<file path="src/rtl/serial_mag_comparator.sv">
// Digit-serial magnitude comparator: compares two WIDTH-bit operands DIGIT bits
// per clock, MSB digit first, and keeps a saturating count of equal results.
module serial_mag_comparator #(
  parameter int WIDTH = 16,
  parameter int DIGIT = 4,
  parameter int CNT_W = 8
) (
  input  logic             clk,
  input  logic             rst_n,
  input  logic             start_i,
  input  logic             signed_i,
  input  logic [WIDTH-1:0] a_i,
  input  logic [WIDTH-1:0] b_i,
  input  logic             clr_count_i,
  output logic             busy_o,
  output logic             done_o,
  output logic             eq_o,
  output logic             lt_o,
  output logic             gt_o,
  output logic [CNT_W-1:0] eq_count_o
);

  localparam int N  = WIDTH / DIGIT;
  localparam int CW = (N > 1) ? $clog2(N) : 1;
  localparam logic [WIDTH-1:0] MSB_MASK = WIDTH'(1) << (WIDTH - 1);
  localparam logic [CNT_W-1:0] CNT_MAX  = {CNT_W{1'b1}};

  typedef enum logic [1:0] {IDLE, RUN, DONE} state_t;

  state_t           state_q, state_d;
  logic [WIDTH-1:0] a_sh_q, a_sh_d, b_sh_q, b_sh_d;
  logic [CW-1:0]    dig_cnt_q, dig_cnt_d;
  logic             undec_q, undec_d;
  logic             lt_acc_q, lt_acc_d, gt_acc_q, gt_acc_d;
  logic             busy_q, busy_d, done_q, done_d;
  logic             eq_q, eq_d, lt_q, lt_d, gt_q, gt_d;
  logic [CNT_W-1:0] eq_count_q, eq_count_d;

  logic [DIGIT-1:0] dig_a, dig_b;
  assign dig_a = a_sh_q[WIDTH-1 -: DIGIT];
  assign dig_b = b_sh_q[WIDTH-1 -: DIGIT];

  always_comb begin
    state_d    = state_q;
    a_sh_d     = a_sh_q;
    b_sh_d     = b_sh_q;
    dig_cnt_d  = dig_cnt_q;
    undec_d    = undec_q;
    lt_acc_d   = lt_acc_q;
    gt_acc_d   = gt_acc_q;
    done_d     = 1'b0;
    eq_d       = eq_q;
    lt_d       = lt_q;
    gt_d       = gt_q;
    eq_count_d = eq_count_q;

    case (state_q)
      IDLE: begin
        if (start_i) begin
          // Offset-binary: flipping both MSBs turns a signed compare into unsigned.
          a_sh_d    = signed_i ? (a_i ^ MSB_MASK) : a_i;
          b_sh_d    = signed_i ? (b_i ^ MSB_MASK) : b_i;
          dig_cnt_d = CW'(N - 1);
          undec_d   = 1'b1;
          lt_acc_d  = 1'b0;
          gt_acc_d  = 1'b0;
          state_d   = RUN;
        end
      end
      RUN: begin
        if (undec_q && (dig_a != dig_b)) begin
          undec_d  = 1'b0;
          lt_acc_d = (dig_a < dig_b);
          gt_acc_d = (dig_a > dig_b);
        end
        a_sh_d    = a_sh_q << DIGIT;
        b_sh_d    = b_sh_q << DIGIT;
        dig_cnt_d = dig_cnt_q - CW'(1);
        if (dig_cnt_q == '0) state_d = DONE;
      end
      DONE: begin
        done_d  = 1'b1;
        eq_d    = undec_q;
        lt_d    = lt_acc_q;
        gt_d    = gt_acc_q;
        if (undec_q && (eq_count_q != CNT_MAX)) eq_count_d = eq_count_q + CNT_W'(1);
        state_d = IDLE;
      end
      default: state_d = IDLE;
    endcase

    if (clr_count_i) eq_count_d = '0;
    busy_d = (state_d == RUN);
  end

  always_ff @(posedge clk or negedge rst_n) begin
    if (!rst_n) begin
      state_q    <= IDLE;
      a_sh_q     <= '0;
      b_sh_q     <= '0;
      dig_cnt_q  <= '0;
      undec_q    <= 1'b0;
      lt_acc_q   <= 1'b0;
      gt_acc_q   <= 1'b0;
      busy_q     <= 1'b0;
      done_q     <= 1'b0;
      eq_q       <= 1'b0;
      lt_q       <= 1'b0;
      gt_q       <= 1'b0;
      eq_count_q <= '0;
    end else begin
      state_q    <= state_d;
      a_sh_q     <= a_sh_d;
      b_sh_q     <= b_sh_d;
      dig_cnt_q  <= dig_cnt_d;
      undec_q    <= undec_d;
      lt_acc_q   <= lt_acc_d;
      gt_acc_q   <= gt_acc_d;
      busy_q     <= busy_d;
      done_q     <= done_d;
      eq_q       <= eq_d;
      lt_q       <= lt_d;
      gt_q       <= gt_d;
      eq_count_q <= eq_count_d;
    end
  end

  assign busy_o     = busy_q;
  assign done_o     = done_q;
  assign eq_o       = eq_q;
  assign lt_o       = lt_q;
  assign gt_o       = gt_q;
  assign eq_count_o = eq_count_q;

endmodule

</file>
<file path="config.mk">
export PLATFORM = sky130hd
export DESIGN_NAME = serial_mag_comparator
export DESIGN_NICKNAME = d
export VERILOG_FILES = /design/src/rtl/serial_mag_comparator.sv
export SDC_FILE = /design/constraint.sdc
export NUM_CORES = 1
export LEC_CHECK = 0
export ABC_AREA = 1
export BUFFER_PORTS_ARGS = -buffer_cell sky130_fd_sc_hd__buf_4
export CORE_ASPECT_RATIO = 0.9
export CORE_MARGIN = 2
export CORE_UTILIZATION = 34
export DETAILED_ROUTE_END_ITERATION = 10
export PLACE_DENSITY = 0.56
export SYNTH_ARGS = -nofsm -noshare
export SYNTH_HDL_FRONTEND = slang
export SYNTH_SLANG_ARGS = --single-unit
</file>
<file path="constraint.sdc">
create_clock -name clk -period 1.6 [get_ports clk]
set_input_delay 0.32 -clock clk [delete_from_list [all_inputs] [get_ports clk]]
set_output_delay 0.32 -clock clk [all_outputs]
set_load 0.01 [all_outputs]
</file>
==> impl_metrics.json, run 1 <==
{
  "fin_crit_ps": 1418,
  "crit_path_max_incr_delay_ps": 420,
  "numPortBuffers": 49,
  "postLayoutCellArea_um2": 3202,
  "numCtsBuffers": 5,
  "end_kind": "flop",
  "cpMaxStageDelayCell": "dfrtp_1",
  "rsz0062_at_grt": "no",
  "finalPower_mw": 5.254,
  "fin_util_pct": 42.23,
  "path_cells": "ha_1 -> nand2_2 -> nor2_2 -> nand2_2 -> nand2_1 -> nand2_2 -> inv_2 -> nand2_1 -> nand2_1",
  "path_clk_slew_ps": 90,
  "final_nets": 428,
  "synthesis.instances": 334,
  "dr_total_vias": 2141,
  "vias_per_cell": 4.442,
  "clk_latency_ps": 300,
  "die_h_um": 87.95,
  "drt_iter0_markers": 81,
  "cts_tree": "done",
  "final_hold_viol_count": 0,
  "vdd_drop_max_v": 0.0005781,
  "placed_cell_area_um2": 3087,
  "start_util_pct": 35.12,
  "n_antenna_cell": 0,
  "synth.area.top_cells": "dfrtp_1 (49%), nand2_1 (19%), inv_1 (4.4%)",
  "fillerInstances": 816,
  "arrival_ps": 1660,
  "reg2reg_to": "eq_count_o[3]$_DFFE_PN0P_",
  "finalWorstSetupSlack_ps": 181.9,
  "cts_buffer_depth": 2,
  "drive_above_1_share_pct": 22.28,
  "ys_seq_elements": 52,
  "finalSetupViolCount": 0,
  "power.leakage_nw": 1.683,
  "finClkSkew_ps": 5.745,
  "wl_per_cell_um": 11.57,
  "worst_r2r_startpoint": "eq_count_o[0]$_DFFE_PN0P_",
  "dr_wl_met2_mm": 2.511,
  "seq_area_frac_synth_pct": 48.87,
  "drv_slew": 0,
  "crit_start": "eq_count_o[0]$_DFFE_PN0P_",
  "yosys_most_used_dff": "dfrtp_1",
  "endpoint": "eq_count_o[3]$_DFFE_PN0P_",
  "coreArea_um2": 7582,
  "slew_headroom_pct": 75.21,
  "gr-total-overflow": 0,
  "pre_cts_slack_ps": 36.46,
  "first_pass_iters": 4,
  "required_ps": 1850,
  "drc": 0,
  "reg2reg_depth": 9,
  "cp-start-kind": "flop",
  "syn_area_um2": 2663,
  "htree_levels": 2,
  "grt_pass1_wl_mm": 9.411,
  "drv_cap": 0,
  "yosysTopAreaCellShare_pct": 48.87,
  "fin_crit_sh_pct": 88.63,
  "hp-class": "input pin to flop",
  "synth.distinct_cells": 26,
  "holdWs_ps": 229.6,
  "ant_nets": 0,
  "dieWidth_um": 97.28,
  "grt_pass1_vias": 1997,
  "rows": 30,
  "grt_max_degree": 38,
  "yosysWarnings": 0,
  "synth-edff-count": 0,
  "ff2ff_setup_slack_ps": 180,
  "post_cts_buffers": 0,
  "dpl.hpwl_mm": 3.955,
  "wl_mm": 5.579,
  "crit_path_max_fanout": 5,
  "gp_congestion": 0.7607,
  "area_growth_pct": 20.25,
  "cts_root_buffer": "clkbuf_8",
  "cellPowerDensity_nw_per_um2": 1641,
  "dr.max_layer_used": "met4",
  "status": "finished, final reports clean",
  "syn-num-nets": 377,
  "pin_count": 50,
  "synthArstFlopShare_pct": 100.0,
  "dp.cells": 472,
  "met3_length_um": 252,
  "cts_sinks": 52,
  "fin_tns_setup_ps": 0,
  "antenna_found_initial": 0,
  "met1_length_mm": 2.772,
  "critPathKind": "flop to flop",
  "tightest_slew_ps": 371.0,
  "synth_area_leader_cell": "dfrtp_1",
  "postSynthAreaPerCell_um2": 7.972,
  "final_cells": 482,
  "grtUsageTotal_pct": 13.53,
  "die_area_um2": 8556,
  "fmax_mhz": 705.2
}
-- routing by layer --
metal,global-route usage [%],up-vias
met4,3.030,0
met1,18.31,957
met5,0,-
met3,3.033,4
met2,22.60,40
li1,-,1140
-- cell usage after synthesis, types with 2 or more instances --
library cell	instances
a21oi_1	2
buf_2	3
buf_6	4
o21ai_1	17
xor2_1	4
nand4_1	3
inv_2	3
o21ai_0	18
nor2_2	3
a22oi_1	2
nand2_2	13
dfrtp_1	52
nand2_1	138
inv_1	31
ha_1	6
nand3_1	12
nor2_1	12
inv_4	3
-- kinds of logic after synthesis --
kind of cell             synth area share (%)
AND/OR/NAND/NOR                         29.28
flip-flops                              48.87
buffers and inverters                   9.492
AO/OA/AOI/OAI                           8.224
adder cells (fa/ha/maj)                 2.819
XOR/XNOR                                1.316
-- critical path: cells and delay by family (launching register included) --
family        cells  cell delay [ps]
simple gates      7              630
fa+ha+maj         1              230
buf+inv           1               90
flops             1              420
-- worst min path at each step --
stage	slack (ps)	endpoint	startpoint	depth (start not counted)
floorplan	20	a_sh_q[0]$_DFFE_PN0P_	rst_n	0
finish	230	a_sh_q[0]$_DFFE_PN0P_	a_i[0]	3
global placement	260	done_o$_DFF_PN0_	rst_n	1
global route	230	a_sh_q[0]$_DFFE_PN0P_	a_i[0]	3
CTS	220	a_sh_q[0]$_DFFE_PN0P_	a_i[0]	3
detailed placement	260	done_o$_DFF_PN0_	rst_n	1
-- power by group --
part / leakage [nW] / switching, mW / total (mW) / internal, mW
registers: 0.669 / 0.229 / 2.04 / 1.82
clock network: 0.0455 / 0.422 / 0.776 / 0.354
logic: 0.969 / 1.57 / 2.43 / 0.867
total: 1.68 / 2.22 / 5.25 / 3.04
-- final cells by class --
cell class	instances	area, µm²	share of cell area, %
timing repair buffer	54	420.4	13.13
multi-input combinational	235	1120	34.97
clock buffer	8	90.09	2.814
tap	96	120.1	3.751
sequential	52	1303	40.68
inverter	37	148.9	4.650
-- registers in the layout, summed over array words and instances (netlist names) --
name and flops:
eq_count_o 8, b_sh_q 16, lt_acc_q 1, a_sh_q 16, lt_o 1, done_o 1
gt_acc_q 1, dig_cnt_q 2, state_q 2, eq_o 1, gt_o 1, undec_q 1
busy_o 1
-- placed cells by master (no fill, tap or decap), types with 2 or more instances in the layout --
master / instances
nand2_1: 138
buf_4: 52
dfrtp_1: 51
inv_1: 31
o21ai_0: 18
o21ai_1: 17
nand2_2: 13
nor2_1: 12
nand3_1: 12
ha_1: 6
clkbuf_8: 6
xor2_1: 4
inv_2: 3
nor2_2: 3
nand4_1: 3
inv_4: 2
a22oi_1: 2
a21oi_1: 2
clkbuf_1: 2
-- timing repair --
action / CTS / global route
resized for setup: 0 / 2
setup endpoints to repair: 0 / 35
hold buffers: 1 / 0
endpoints found under the hold margin: 25 / 0
(Power assumes the default switching activity.)
==> run 2, diff against run 1 <==
--- a/config.mk
+++ b/config.mk
@@ -10,7 +10,7 @@
 export CORE_ASPECT_RATIO = 0.9
 export CORE_MARGIN = 2
-export CORE_UTILIZATION = 34
+export CORE_UTILIZATION = 52
 export DETAILED_ROUTE_END_ITERATION = 10
-export PLACE_DENSITY = 0.56
+export PLACE_DENSITY = 0.78
 export SYNTH_ARGS = -nofsm -noshare
 export SYNTH_HDL_FRONTEND = slang
==> constraint.sdc (replaced) <==
create_clock -name clk -period 1.6 [get_ports clk]
set_input_delay 0.24 -clock clk [delete_from_list [all_inputs] [get_ports clk]]
set_output_delay 0.24 -clock clk [all_outputs]
set_load 0.01 [all_outputs]
==> run 2 against run 1 <==
Against the previous run: critical path depth down 3; maximum frequency is 2.5% lower; sequential cell count unchanged; register-to-register slack lost 40 ps; first-iteration DRC count increased by 41%; critical endpoint is now b_sh_q[13]$_DFFE_PN0P_; highest routed layer unchanged.
==> impl_metrics.json, run 2 (synthesized netlist as in run 1, its figures left out) <==
{
  "fillerInstances": 428,
  "cp-start-kind": "flop",
  "area_growth_pct": 18.75,
  "path_clk_slew_ps": 80,
  "crit_path_max_fanout": 37,
  "tightest_slew_ps": 642.9,
  "wl_mm": 5.170,
  "slew_headroom_pct": 57.14,
  "clk_latency_ps": 310,
  "drc": 0,
  "cts_buffer_depth": 2,
  "cts_root_buffer": "clkbuf_8",
  "pin_count": 50,
  "finClkSkew_ps": 2.999,
  "finalSetupViolCount": 0,
  "drv_cap": 0,
  "grt_max_degree": 53,
  "vias_per_cell": 4.784,
  "multi_input_area_um2": 1129,
  "drv_slew": 0,
  "hp-class": "input pin to flop",
  "gr-total-overflow": 0,
  "die_area_um2": 5709,
  "grt_util_met2_pct": 33.24,
  "critPathKind": "flop to flop",
  "drive_above_1_share_pct": 22.60,
  "n_antenna_cell": 0,
  "fin_tns_setup_ps": 0,
  "final_hold_viol_count": 0,
  "htree_levels": 2,
  "layout_commonest_cell": "nand2_1",
  "rsz0062_at_grt": "no",
  "dp.cells": 440,
  "grt_pass1_wl_mm": 9.032,
  "mostFrequentLayoutCells": "nand2_1 (138), buf_4 (53), dfrtp_1 (52), inv_1 (31), o21ai_0 (18)",
  "grtUsageMet3_pct": 4.282,
  "required_ps": 1780,
  "dr_total_vias": 2153,
  "power.leakage_nw": 1.685,
  "wl_per_cell_um": 11.49,
  "numPortBuffers": 49,
  "numCtsBuffers": 5,
  "rows": 24,
  "vdd_drop_max_v": 0.0007931,
  "start_util_pct": 54.40,
  "ant_nets": 0,
  "status": "finished, final reports clean",
  "dieWidth_um": 79.43,
  "grt_use_met1_pct": 26.43,
  "cts_sinks": 52,
  "holdWs_ps": 147.2,
  "fmax_mhz": 687.2,
  "final_cells": 450,
  "drt_iter0_markers": 114,
  "cellPowerDensity_nw_per_um2": 1664,
  "final_nets": 428,
  "die_h_um": 71.89,
  "arrival_ps": 1640,
  "cts_tree": "done",
  "grt_busiest_layer": "met2",
  "coreArea_um2": 4895,
  "antenna_found_initial": 0,
  "end_kind": "flop",
  "first_pass_iters": 4,
  "dpl.hpwl_mm": 3.690,
  "fin_crit_ps": 1455,
  "gp_congestion": 0.8148,
  "grtUsageTotal_pct": 20.22,
  "seqCellArea_um2": 1301,
  "finalPower_mw": 5.261,
  "grt_pass1_vias": 2085,
  "fin_crit_sh_pct": 90.95
}
==> run 2: changes by cell type in the layout (fill, tap and decap cells not counted), sizes merged <==
cell and delta:
clkbuf -1
==> run 2: routing by layer <==
metal  up-vias  share of wire, %
met5         -                 0
met4         0               1.1
met3         6               4.8
met2        43                47
met1       967                47
li1       1137                 -
==> run 2: where the power goes <==
group / switching [mW] / total [mW] / internal [mW]
Combinational: 1.56 / 2.42 / 0.858
Clock: 0.412 / 0.798 / 0.386
Sequential: 0.230 / 2.05 / 1.82
==> run 2: what timing repair did <==
action                     in CTS  in global routing
buffers inserted                0                  1
setup endpoints to repair       0                 35
hold buffers                    1                  0
hold endpoints to repair       52                  0
gates resized for setup         0                  2
==> run 2: path summary, 6_finish.rpt <==
path,start,end,slack [ps],cells past startpoint
setup / recovery,state_q[0]$_DFF_PN0_,b_sh_q[13]$_DFFE_PN0P_,140,6
hold / removal,b_i[2],b_sh_q[2]$_DFFE_PN0P_,150,3
setup reg to reg,state_q[0]$_DFF_PN0_,b_sh_q[13]$_DFFE_PN0P_,140,6
hold reg to reg,b_sh_q[10]$_DFFE_PN0P_,b_sh_q[10]$_DFFE_PN0P_,490,2
max in group asynchronous,rst_n,b_sh_q[9]$_DFFE_PN0P_,680,2
min in group asynchronous,rst_n,done_o$_DFF_PN0_,500,2
==> run 2: per-stage QoR <==
stage,setup slack [ps],cell area [µm²],util [%]
2_1_floorplan,284.7,2663,-
3_3_place_gp,109.7,3028,61.86
3_5_place_dp,25.06,3028,61.86
4_1_cts,41.73,3134,64.03
5_1_grt,18.17,3162,64.60
6_report,144.9,3162,64.60
==> run 2: layout make-up <==
cell class	instances	area share [%]
tap	65	2.572
multi-input combinational	235	35.69
sequential	52	41.16
timing repair buffer	54	12.90
inverter	37	4.630
clock buffer	7	3.047
==> run 2: worst max-delay path, cell delays in order (launching register included) <==
cell,delay [ps]
dfrtp_1,430
inv_2,90
nand3_4,110
inv_4,180
nor2_8,90
inv_4,280
o21ai_0,130
